**config.mk**
```make
export PLATFORM = sky130hd
export DESIGN_NAME = alu_arbiter
export DESIGN_NICKNAME = d
export VERILOG_FILES = /design/src/rtl/alu_arbiter.sv
export SDC_FILE = /design/constraint.sdc
export NUM_CORES = 1
export LEC_CHECK = 0
export CAP_MARGIN = 20
export CORE_ASPECT_RATIO = 0.5
export CORE_MARGIN = 1.5
export CORE_UTILIZATION = 39
export CTS_CLUSTER_DIAMETER = 120
export CTS_CLUSTER_SIZE = 24
export DETAILED_ROUTE_END_ITERATION = 8
export PLACE_DENSITY = 0.88
export SYNTH_ARGS = -nofsm -noshare
export SYNTH_HDL_FRONTEND = slang
export SYNTH_SLANG_ARGS = --single-unit
```
**constraint.sdc**
```tcl
create_clock -name clk -period 1.75 [get_ports clk]
set_clock_uncertainty 0.05 [all_clocks]
set_input_delay 0.35 -clock clk [delete_from_list [all_inputs] [get_ports clk]]
set_output_delay 0.35 -clock clk [all_outputs]
set_load 0.02 [all_outputs]
```
**src/rtl/alu_arbiter.sv**
```systemverilog
// Two-requester round-robin front end for a shared combinational ALU.
// Sequencing is IDLE -> EXEC -> RESP, with one operation in flight at a time.
module alu_arbiter #(
  parameter int unsigned WIDTH  = 8,
  parameter int unsigned FUNC_W = 3
) (
  input  logic              clk,
  input  logic              rst_n,
  input  logic              req0_valid,
  input  logic [WIDTH-1:0]  req0_op1,
  input  logic [WIDTH-1:0]  req0_op2,
  input  logic [FUNC_W-1:0] req0_func,
  output logic              req0_ready,
  input  logic              req1_valid,
  input  logic [WIDTH-1:0]  req1_op1,
  input  logic [WIDTH-1:0]  req1_op2,
  input  logic [FUNC_W-1:0] req1_func,
  output logic              req1_ready,
  output logic [WIDTH-1:0]  alu_op1,
  output logic [WIDTH-1:0]  alu_op2,
  output logic [FUNC_W-1:0] alu_func,
  input  logic [WIDTH-1:0]  alu_result,
  input  logic              alu_zero,
  input  logic              alu_sign,
  input  logic              alu_ovf,
  output logic              rsp_valid,
  input  logic              rsp_ready,
  output logic              rsp_id,
  output logic [WIDTH-1:0]  rsp_result,
  output logic              rsp_zero,
  output logic              rsp_sign,
  output logic              rsp_ovf
);

  typedef enum logic [1:0] {StIdle, StExec, StResp} state_e;

  state_e            state_q, state_d;
  logic              last_grant_q, last_grant_d;
  logic [WIDTH-1:0]  op1_q, op2_q;
  logic [FUNC_W-1:0] func_q;
  logic              id_q;
  logic [WIDTH-1:0]  rsp_result_q;
  logic              rsp_id_q, rsp_zero_q, rsp_sign_q, rsp_ovf_q;
  logic              grant0, grant1, accept;

  // rst_n gates the readys so nothing can look accepted while reset is held.
  always_comb begin
    grant0     = req0_valid & (~req1_valid | last_grant_q);
    grant1     = req1_valid & (~req0_valid | ~last_grant_q);
    req0_ready = rst_n & (state_q == StIdle) & grant0;
    req1_ready = rst_n & (state_q == StIdle) & grant1;
    accept     = req0_ready | req1_ready;
  end

  always_comb begin
    state_d      = state_q;
    last_grant_d = last_grant_q;
    unique case (state_q)
      StIdle: begin
        if (accept) begin
          state_d      = StExec;
          last_grant_d = req1_ready;
        end
      end
      StExec:  state_d = StResp;
      StResp:  if (rsp_ready) state_d = StIdle;
      default: state_d = StIdle;
    endcase
  end

  always_ff @(posedge clk or negedge rst_n) begin
    if (!rst_n) begin
      state_q      <= StIdle;
      last_grant_q <= 1'b1;
    end else begin
      state_q      <= state_d;
      last_grant_q <= last_grant_d;
    end
  end

  always_ff @(posedge clk or negedge rst_n) begin
    if (!rst_n) begin
      op1_q  <= '0;
      op2_q  <= '0;
      func_q <= '0;
      id_q   <= 1'b0;
    end else if (accept) begin
      op1_q  <= req1_ready ? req1_op1  : req0_op1;
      op2_q  <= req1_ready ? req1_op2  : req0_op2;
      func_q <= req1_ready ? req1_func : req0_func;
      id_q   <= req1_ready;
    end
  end

  always_ff @(posedge clk or negedge rst_n) begin
    if (!rst_n) begin
      rsp_result_q <= '0;
      rsp_id_q     <= 1'b0;
      rsp_zero_q   <= 1'b0;
      rsp_sign_q   <= 1'b0;
      rsp_ovf_q    <= 1'b0;
    end else if (state_q == StExec) begin
      rsp_result_q <= alu_result;
      rsp_id_q     <= id_q;
      rsp_zero_q   <= alu_zero;
      rsp_sign_q   <= alu_sign;
      rsp_ovf_q    <= alu_ovf;
    end
  end

  // ALU inputs come only from the capture registers, so live requests never reach them.
  always_comb begin
    alu_op1    = op1_q;
    alu_op2    = op2_q;
    alu_func   = func_q;
    rsp_valid  = (state_q == StResp);
    rsp_id     = rsp_id_q;
    rsp_result = rsp_result_q;
    rsp_zero   = rsp_zero_q;
    rsp_sign   = rsp_sign_q;
    rsp_ovf    = rsp_ovf_q;
  end

endmodule

```
======== Word-level counts from Yosys, hierarchy flattened ========
Index checks and enable logic that the tools add are counted.
W data, S select, Z words.
operators by class
  add/subtract/negate cells ............... 0
  multipliers ............................. 0
  div/mod/pow operators ................... 0
  order comparisons ....................... 0
  equality and inequality tests ........... 4
  shifts and indexed selects .............. 0
  mux-type cells .......................... 6
  bitwise gates (word level) .............. 11
  reductions and logical operators ........ 3
operators by type and width
  operator              number
  $mux W8               2
  $pmux W2 S3           1
  $and A1 B1 Y1         5
  $mux W2               2
  $reduce_and A2 Y1     2
  $mux W3               1
  $not A1 Y1            3
  $or A1 B1 Y1          3
  $eq A2 B1 Y1 const B  1
  $eq A2 B2 Y1 const B  1
  $logic_not A2 Y1      1
  $ne A2 B1 Y1 const B  1
  $ne A2 B2 Y1 const B  1
word-level totals
  register bits ........................... 35
  bits in latches ......................... 0
  bits in writable memories ............... 0
  bits in read-only memories .............. 0
  input port bits ......................... 54
  output and inout port bits .............. 34
  word-level logic and storage cells ...... 35
  memories ................................ 0

======== Longest topological paths before layout ========
  word-level depth ........................ 7
  gate-level depth with buffers ........... 5
  depth with buffers taken out ............ 3

======== Least setup slack after synthesis ========
No wires, ideal clock.
  path type ............................... reg-to-output
  start point ............................. reg state_q[0]
  end point ............................... out req1_ready
  arrival ................................. 1,114 ps
  required time ........................... 1,350 ps
  setup slack ............................. 236 ps
  stages on the path, launching flop included .. 4
  buffers on the path ..................... 1
  cell sequence ........................... dfrtp_1 > or3b_4 > buf_6 > nor2_4
between the ends
  cells in the longest elaborated chain, start to end .. 3
ends and longest elaborated chain
  element                     line  source
  start: declaration          37    state_e state_q, state_d;
  start signal: assignment    73    state_q <= StIdle;
  start signal: assignment    76    state_q <= state_d;
  $logic_not A2 Y1            51    req1_ready = rst_n & (state_q == StIdle) & grant1;
  $and A1 B1 Y1 (2 in a row)  51
  end: declaration            18    output logic req1_ready,
No other way between the ends.

======== Worst setup path in the final report ========
  start point ............................. reg state_q[1]
  end point ............................... out req0_ready
between the ends
  cells in the longest elaborated chain, start to end .. 3
ends and longest elaborated chain
  element                     line  source
  $logic_not A2 Y1            50    req0_ready = rst_n & (state_q == StIdle) & grant0;
  $and A1 B1 Y1 (2 in a row)  50
  end: declaration            13    output logic req0_ready,
No other way between the ends.

==> results.md <==
- Worst R2R Path Depth: 7
- Finished Layout Cells: 310
- #FFs+latches synth: 35
- Die extent in x: 94.68 um
- Initial core utilization: 41.35%
- RSZ-0062 raised after global routing: true
- Max Transition Viols Final: 0
- HPWL after DPL: 3.561 mm
- Violated checks: negative setup slack
- Synth unique cells: 22
- Root Driver: clkbuf_8
- Die H: 48.84 um
- RePlAce Congestion: 0.7775
- I/O Pins: 88
- Area growth from synthesis to layout: 74.20%
- Setup CP Type: reg2out
- Maximum clock path buffer count: 2
- Grt peak-use layer: met2
- GRT Total Usage: 24.86%
- Buffers on Ports: 87
- Critical R2R Capture: alu_func[0]
- Pwr/cell area: 1578 mW/mm^2
- Synthesized area: 0.001639 mm^2
- Class of the worst hold path: in2async
- Placed insts: 296
- Sequential area share after synthesis: 53.51%
- Outcome: finished with violations
- Final Power: 4.505 mW
- Final net count: 309
- Initial drt markers: 108
- Met2 global-route usage: 43.10%
- Drt wl/cell: 17.81 um
- Yosys warnings: 0
- Flop-to-flop setup slack: 50 ps
- DR vias: 1,702
- Layout Utilization: 72.03%
- Initial antenna violation count: 0
- Critical path required time: 1350 ps
- Final WS setup: -16.96 ps
- Peak supply drop: 831.3 uV
- Final setup TNS: -16.96 ps
- # diodes: 0
- Leakage Power: 1.149 nW
- FMAX: 565.9 MHz
- Vias in the first global route: 1,725
- Worst-path clk slew: 80 ps
- Crit path DAT: 1370 ps
- CTS tree: done
- Critical-path maximum fanout: 3
- DP Worst Slack: -482.8 ps
- Row Count: 16
- CTS buffer count: 5
- Final hold vios: 0
- DRT Wirelength: 5.520 mm
- Worst slew margin relative to its limit: 72.40%
- Min Tclk post-route: 1767 ps
- Tcrit/Tclk final: 101.0%
- CP Capture Type: output pin
- First-pass GRT wire length: 8.721 mm
- Cells after Synth: 153
- Htree depth: 2
- Largest net degree at the start of global routing: 40
- Worst Max-Slew Pin Slew: 414.0 ps
- Worst r2r src: state_q[1]
- Max_cap viols: 0
- Final ANT Viol Nets: 0
- Post-Syn Nets: 207
- DRC viols: 0
- Final setup fails: 1
- Skew-Pair Late Insertion Delay: 280 ps
- GR Layer Usage met1: 30.21%
- Critical Path Start Type: flip-flop
- Syn avg cell area: 10.71 um^2
- CORE AREA: 0.003964 mm^2
- Pre-Repair DR Iteration Count: 5
- Via density: 5.490
- Total gr overflow: 0
- Layout cells sized above 1: 20.70%
- GR Util met3: 5.296%
- Clk sink count: 35
- Die ar.: 0.004624 mm^2
sequential cells by signal, summed over array words and instances, names as in the netlist:
name and count:
alu_func 3, alu_op1 8, alu_op2 8, id_q 1, last_grant_q 1, rsp_id 1
rsp_ovf 1, rsp_result 8, rsp_sign 1, rsp_zero 1, state_q 2
where the power goes:
group          total (mW)  internal, mW  switching (mW)
Sequential           1.41          1.19           0.223
Combinational        2.22          1.13            1.08
Clock               0.877         0.568           0.309
Yosys cell counts, drive strengths merged:
cell type   n  area [um^2]
nand2b      2        12.51
o21ai      20        100.1
and2        1        6.260
nor3b       1        12.51
a21oi      19        95.09
buf        14        93.83
or3b        1        11.26
a21o        2        15.01
dfrtp      34        850.8
mux2       12        135.1
nor2        1        11.26
or2b        1        7.510
inv         2        7.510
or2         1        6.260
dfstp       1        26.28
nand3      20        100.1
a21boi      1        18.77
a21bo       1        10.01
a31oi      19        118.9
final cells by class:
cell class / instances / area (um^2)
tap: 54 / 67.56
multi-input combinational: 102 / 674.4
inverter: 2 / 7.507
timing repair buffer: 109 / 1092
fill: 267 / 1109
sequential: 35 / 877.1
clock buffer: 5 / 68.82
clock inverter: 3 / 67.56
cells by family after synthesis:
group                  synth area share, %
flip-flops                           53.51
buffers and inverters                6.183
multiplexers                         8.244
AO/OA/AOI/OAI                        21.83
AND/OR/NAND/NOR                      10.23
worst max path at each step:
stage,start,end,slack [ps],depth (start not counted)
3_3_place_gp,req1_valid,req1_ready,-440,4
5_1_grt,state_q[1],req0_ready,-50,5
2_1_floorplan,state_q[0],req1_ready,240,3
3_5_place_dp,req1_valid,req1_ready,-480,4
4_1_cts,state_q[1],req0_ready,-10,5
6_report,state_q[1],req0_ready,-20,5
per-stage QoR:
stage	instance area, um^2	hold slack, ps
after floorplan	1639	4.409
after global placement	2630	213.6
after detailed placement	2630	219.6
after CTS	2810	88.61
after global routing	2855	131.6
final	2855	99.22
placed cells by master (no fill, tap or decap):
cell type	synthesis	final
clkdlybuf4s50_1	0	82
dfrtp_1	34	34
o21ai_1	19	19
nand3_1	20	19
a21oi_1	19	19
a31oi_1	19	19
buf_4	2	15
mux2_2	12	12
clkbuf_8	0	5
buf_6	3	4
buf_12	0	3
nand2b_1	2	2
a21o_1	2	2
bufinv_16	0	2
buf_2	9	2
or3b_4	1	1
a21bo_1	1	1
nor2_4	1	1
nor3b_4	0	1
or2b_1	1	1
nand3_2	0	1
inv_2	0	1
inv_1	2	1
or2_1	1	1
and2_4	0	1
a21boi_4	1	1
o21ai_0	1	1
clkinvlp_4	0	1
clkbuf_16	0	1
dlygate4sd3_1	0	1
dlygate4sd2_1	0	1
dfstp_2	1	1
worst max-delay path, cell delays in order, from the launching register on:
cell	delay [ps]
dfrtp_1	410
buf_6	130
nor3b_4	260
nand3_2	120
inv_2	60
buf_6	110
timing repair:
| action | CTS | global route |
|---|---|---|
| setup endpoints to repair | 22 | 22 |
| hold buffers | 1 | 0 |
| gates resized for setup | 21 | 4 |
| endpoints found under the hold margin | 2 | 0 |
| pin swaps | 3 | 0 |
| setup buffers | 2 | 2 |
| cloned | 0 | 1 |
per-layer routing:
| metal | up-vias | part of all wire (%) | wire, um |
|---|---|---|---|
| met5 | - | 0 | 0 |
| met4 | 0 | 2.1 | 116 |
| met3 | 10 | 5.0 | 278 |
| met2 | 70 | 50 | 2765 |
| met1 | 851 | 43 | 2359 |
| li1 | 771 | - | - |
No activity file was read; power rests on OpenSTA's default activity.
